[src/rtl/lfo_pkg.sv]
// Shared types and constants for the LFO scheduler and the depth-scaling helper.
package lfo_pkg;

    typedef enum logic [2:0] {
        IDLE,
        ADDR,
        WAIT,
        CALC,
        DONE
    } lfo_state_t;

    localparam logic [15:0] CENTER = 16'h4000;
    localparam int          ROM_AW = 12;
    localparam int          DW     = 16;

endpackage

[src/rtl/lfo_scale.sv]
// Depth scaling of one sine sample around the modulation centre.
// The sample is halved before the multiply so that the full-scale product
// lands within +/-quarter range of the 16-bit output once the top half is taken.
module lfo_scale import lfo_pkg::*; #(
    parameter logic [DW-1:0] OFFSET = CENTER
) (
    input  logic [DW-1:0] depth,
    input  logic [DW-1:0] sample,
    input  logic          en,
    output logic [DW-1:0] scaled
);

    logic signed [DW-1:0]   half;
    logic signed [2*DW-1:0] prod;

    // Signed multiply, keep the top half, add the centre with plain 16-bit wrap
    always_comb begin
        half   = $signed(sample) >>> 1;
        prod   = $signed(depth) * half;
        scaled = en ? (prod[2*DW-1:DW] + OFFSET) : OFFSET;
    end

endmodule

[src/rtl/lfo_scheduler.sv]
// Time-multiplexed LFO bank: one shared sine ROM serves N_CH phase accumulators.
// Each sample tick runs a scan of ADDR/WAIT/CALC per channel, then publishes
// every lane at once in DONE so consumers always see a coherent set.
module lfo_scheduler #(
    parameter int          N_CH   = 4,
    parameter int          ACC_W  = 24,
    parameter logic [15:0] CENTER = 16'h4000
) (
    input  logic              CLOCK_50,
    input  logic              RESET,
    input  logic              SAMPLE_TICK,
    input  logic [N_CH-1:0]   EN,
    input  logic [N_CH*16-1:0] FREQ,
    input  logic [N_CH*16-1:0] DEPTH,
    output logic              ROM_CS,
    output logic [11:0]       ROM_ADDR,
    input  logic [15:0]       ROM_DATA,
    output logic [N_CH*16-1:0] LFO_OUT,
    output logic              OUT_VALID,
    output logic              BUSY,
    output logic              OVERRUN
);
    import lfo_pkg::*;

    localparam int                CH_W = (N_CH > 1) ? $clog2(N_CH) : 1;
    localparam logic [CH_W-1:0]   LAST = CH_W'(N_CH - 1);

    lfo_state_t        state;
    logic [CH_W-1:0]   ch;

    // Shadow copies of the per-channel controls, frozen for the whole scan
    logic              en_sh    [N_CH];
    logic [DW-1:0]     freq_sh  [N_CH];
    logic [DW-1:0]     depth_sh [N_CH];
    logic [DW-1:0]     shadow_out [N_CH];
    logic [ACC_W-1:0]  phase    [N_CH];

    logic [ACC_W-1:0]  next_phase;
    logic [DW-1:0]     scaled;

    // Post-increment phase of the channel being addressed; disabled channels restart at 0
    always_comb begin
        next_phase = en_sh[ch] ? (phase[ch] + ACC_W'(freq_sh[ch])) : '0;
    end

    lfo_scale #(
        .OFFSET (CENTER)
    ) u_scale (
        .depth  (depth_sh[ch]),
        .sample (ROM_DATA),
        .en     (en_sh[ch]),
        .scaled (scaled)
    );

    // Scan sequencer: shadow capture, ROM access, scaling and coherent publish
    always_ff @(posedge CLOCK_50) begin
        if (RESET) begin
            state     <= IDLE;
            ch        <= '0;
            BUSY      <= 1'b0;
            OUT_VALID <= 1'b0;
            OVERRUN   <= 1'b0;
            ROM_CS    <= 1'b0;
            ROM_ADDR  <= '0;
            for (int c = 0; c < N_CH; c++) begin
                phase[c]            <= '0;
                LFO_OUT[c*DW +: DW] <= CENTER;
            end
        end else begin
            OUT_VALID <= 1'b0;
            // A tick that cannot start a scan is dropped and remembered
            if (SAMPLE_TICK && (state != IDLE)) begin
                OVERRUN <= 1'b1;
            end
            case (state)
                IDLE: begin
                    if (SAMPLE_TICK) begin
                        for (int c = 0; c < N_CH; c++) begin
                            en_sh[c]    <= EN[c];
                            freq_sh[c]  <= FREQ[c*DW +: DW];
                            depth_sh[c] <= DEPTH[c*DW +: DW];
                        end
                        ch    <= '0;
                        BUSY  <= 1'b1;
                        state <= ADDR;
                    end
                end
                ADDR: begin
                    phase[ch] <= next_phase;
                    ROM_CS    <= 1'b1;
                    ROM_ADDR  <= next_phase[ACC_W-1 -: ROM_AW];
                    state     <= WAIT;
                end
                WAIT: begin
                    ROM_CS <= 1'b0;
                    state  <= CALC;
                end
                CALC: begin
                    shadow_out[ch] <= scaled;
                    if (ch == LAST) begin
                        state <= DONE;
                    end else begin
                        ch    <= ch + 1'b1;
                        state <= ADDR;
                    end
                end
                DONE: begin
                    for (int c = 0; c < N_CH; c++) begin
                        LFO_OUT[c*DW +: DW] <= shadow_out[c];
                    end
                    OUT_VALID <= 1'b1;
                    BUSY      <= 1'b0;
                    state     <= IDLE;
                end
                default: state <= IDLE;
            endcase
        end
    end

endmodule

[config.mk]
export PLATFORM = sky130hd
export DESIGN_NAME = lfo_scheduler
export DESIGN_NICKNAME = d
export VERILOG_FILES = /design/src/rtl/lfo_pkg.sv /design/src/rtl/lfo_scale.sv /design/src/rtl/lfo_scheduler.sv
export SDC_FILE = /design/constraint.sdc
export NUM_CORES = 1
export LEC_CHECK = 0
export ABC_AREA = 0
export BUFFER_PORTS_ARGS = -buffer_cell sky130_fd_sc_hd__buf_4
export CAP_MARGIN = 10
export CORE_MARGIN = 8
export CORE_UTILIZATION = 50
export CTS_CLUSTER_SIZE = 25
export DETAILED_ROUTE_END_ITERATION = 8
export PLACE_DENSITY = 0.72
export SETUP_SLACK_MARGIN = 0.02
export SLEW_MARGIN = 15
export SYNTH_ARGS = -nofsm -noshare
export SYNTH_HDL_FRONTEND = slang
export SYNTH_SLANG_ARGS = --single-unit
export TNS_END_PERCENT = 10
[constraint.sdc]
create_clock -name CLOCK_50 -period 11.2 [get_ports CLOCK_50]
set_input_delay 1.12 -clock CLOCK_50 [delete_from_list [all_inputs] [get_ports CLOCK_50]]
set_output_delay 1.12 -clock CLOCK_50 [all_outputs]
set_load 0.02 [all_outputs]
==> summary.md <==
| Metric | Value |
|---|---|
| Outcome | complete, no violations |
| Std cell rows | 79 |
| Initial core utilization | between 50% and 60% |
| Critical Path Start Type | flop |
| Clock-pin slew on the worst setup and hold paths | approximately 0.06 ns |
| FMAX | about 120 MHz |
| Initial antenna violation count | 0 |
| WL/cell | ~19 µm |
| Setup bufs post-CTS | 0 |
| CP Data Arrival Time | about 8.5 ns |
| Count of final max-slew check failures | 0 |
| Fillcell total | 3,809 |
| Vias per cell | between 5 and 6 |
| Die area | roughly 54,000 µm² |
| Fin crit period | between 8 and 9 ns |
| N_diodes | 0 |
| Post-DP HPWL | between 30,000 and 40,000 µm |
| RSZ-0062 raised after global routing | no |
| Async SR Flop Fraction | 0% |
| Total GRT Usage | 19.7% |
| Post-route ant nets | 0 |
| CTS tree | yes |
| Initial DRC Count | 835 |
| CTS Hold Bufs | 0 |
| Core Area | roughly 46,000 µm² |
| Yosys top cell by area | edfxtp_1 |
| Area growth syn-to-layout | 14.4% |
| Port Buf Inserts | between 200 and 250 |
| Multi-input combinational cell area | 11,600 µm² |
| GPL Wtd Cong | between 0.8 and 0.9 |
| Count of cell types in the netlist | 70 |
| Most common cell in the netlist | edfxtp_1 |
| GRT Residual Overflow | 0 |
| Synthesized cell area | ~23,000 µm² |
| Main synth FF type | edfxtp_1 |
| Worst Hold Class | flop to flop |
| Measured slew at the worst slew-check pin | 1.26 ns |
| Final WL | 51,800 µm |
| Tcrit/Tclk final | 73.5% |
| Worst reg-to-reg setup slack | approximately 3 ns |
| Clock root buffer | clkbuf_16 |
| Share of the synthesized area in the top cell type | between 30% and 40% |
| Via count | ~15,000 |
| First-pass DRT Iterations | 5 |
| Post-Syn Instances | 1,969 |
| Sum of negative setup slack | 0 ns |
| NumNets Final | approximately 2,600 |
| Critical Path RT | around 11 ns |
| Register area | 10,300 µm² |
| Largest net degree at the start of global routing | 86 |
| Clock Latency Late Sink | 0.56 ns |
| Clock skew | a little over 0.02 ns |
| Total CTS buffers | 38 |
| Worst setup path category | flop to flop |
| Endpoints failing hold | 0 |
| Yosys reg bits | about 370 |
| Crit Path Max Fanout | 26 |
| Clk buf depth | 3 |
| Post-synth EDFFs | between 200 and 300 |
| Die width | around 230 µm |
| Top area cells in the synthesized netlist | edfxtp_1, fa_1, dfxtp_1 |
| CTS resizes | 0 |
| Max-Cap Viols | 0 |
| Final Setup Violations | 0 |
| Slew margin rel. | 15.6% |
| Nature of the critical path endpoint | flop |
| Design area | between 20,000 and 30,000 µm² |
| Seq/Total Area, Yosys | between 40 and 50% |
| Synth warn | 0 |
| Post-DP Area | between 20,000 and 30,000 µm² |
| First-pass GRT wire length | 84,000 µm |
| Top cells by count, synth | edfxtp_1, nand2_1, inv_1 |
| Final core utilization | around 58% |
| H-tree depth | 2 |
| Avg Cell Area, Syn | about 12 µm² |
| Die height | about 230 µm |
| IO Count | approximately 230 |
| Vias in the first global route | about 16,000 |
| Post-route DRC | 0 |
| CTS sink count | 371 |
| Layout cells sized above 1 | ~17% |
==> stage by stage <==
| stage | hold WS, ns | std cells | worst slack [ns] |
|---|---|---|---|
| floorplan | 0.433 | 1972 | 3.94 |
| global placement | 0.441 | 2725 | 3.00 |
| detailed placement | 0.444 | 2725 | 2.90 |
| CTS | 0.454 | 2793 | 2.84 |
| global route | 0.472 | 2793 | 2.48 |
| finish | 0.452 | 2793 | 2.96 |
==> per-layer routing <==
metal | part of all wire (%) | vias to the layer above | track usage, % | wire (µm)
met3 | 5.5 | 88 | 3.48 | 2870
met1 | 40 | 7514 | 24.0 | 20500
met4 | 2.2 | 0 | 5.61 | 1130
li1 | - | 6843 | - | -
met2 | 53 | 421 | 35.5 | 27200
met5 | 0 | - | 0 | 0
==> layout by cell type (no fill, tap or decap), types with 7 or more instances in the layout <==
cell       synthesis  routed
edfxtp_1         288     288
nand2_1          283     282
inv_1            282     282
buf_4              4     236
fa_1             235     235
nor2_1           127     126
and2_1           113     112
ha_1             100     100
a21oi_1           89      89
dfxtp_1           83      81
mux4_2            55      55
clkbuf_16          0      39
o21ai_0           28      27
a21o_1            27      27
xnor2_1           23      23
nand3_1           17      17
clkbuf_1          75      12
and3_1             9       9
nor3_1             9       9
xor2_1             9       9
nor2b_1            7       7
nor3b_1            8       7
==> state kept, by name, indices dropped and copies added (netlist names), named ones only <==
name / flops
phase: 96
depth_sh: 64
freq_sh: 64
LFO_OUT: 60
shadow_out: 60
ROM_ADDR: 12
en_sh: 4
state: 3
ch: 2
BUSY: 1
OUT_VALID: 1
OVERRUN: 1
ROM_CS: 1
==> cell type report <==
class | count | area share [%]
multi-input cells | 1228 | 43.5
repair buffers | 236 | 6.64
well taps | 607 | 2.85
inverters | 283 | 3.98
clock inverters | 15 | 0.460
clock buffers | 53 | 3.93
flip-flops and latches | 371 | 38.7
==> critical path, stage by stage, from the launching register on <==
cell and delay (ns):
dfxtp_4 0.68, buf_4 0.44, mux4_2 0.75, and2_1 0.25
fa_1 0.53, inv_1 0.05, fa_1 0.47, inv_1 0.05
fa_1 0.50, inv_1 0.05, fa_1 0.53, inv_1 0.05
fa_1 0.50, inv_1 0.07, fa_1 0.48, inv_1 0.05
ha_1 0.28, nor3_1 0.19, nor2_1 0.10, a221o_1 0.45
o2111a_1 0.31, o311ai_1 0.35, a21oi_1 0.12, nor3b_1 0.65
==> path summary, 6_finish.rpt <==
kind	cells past startpoint	to	startpoint
max	23	shadow_out[0][13]	flop
min	2	ROM_ADDR[2]	ROM_ADDR[2]
max reg2reg	23	shadow_out[0][13]	flop
min reg2reg	2	ROM_ADDR[2]	ROM_ADDR[2]
==> cells by family (layout without fill, tap and decap cells) <==
group           count (synthesis)  in the layout  synth area share [%]
simple gates                  601            601                  11.8
other cells                     1              4                0.0161
fa+ha+maj                     335            335                  25.5
mux                            62             62                  5.69
xor+xnor                       33             33                  1.27
buf+inv                       373            587                  6.19
compound gates                193            193                  5.23
flops                         371            371                  44.2
Power is not shown: default switching activity piles up to over one toggle a cycle in this logic, so the estimate is an artifact.
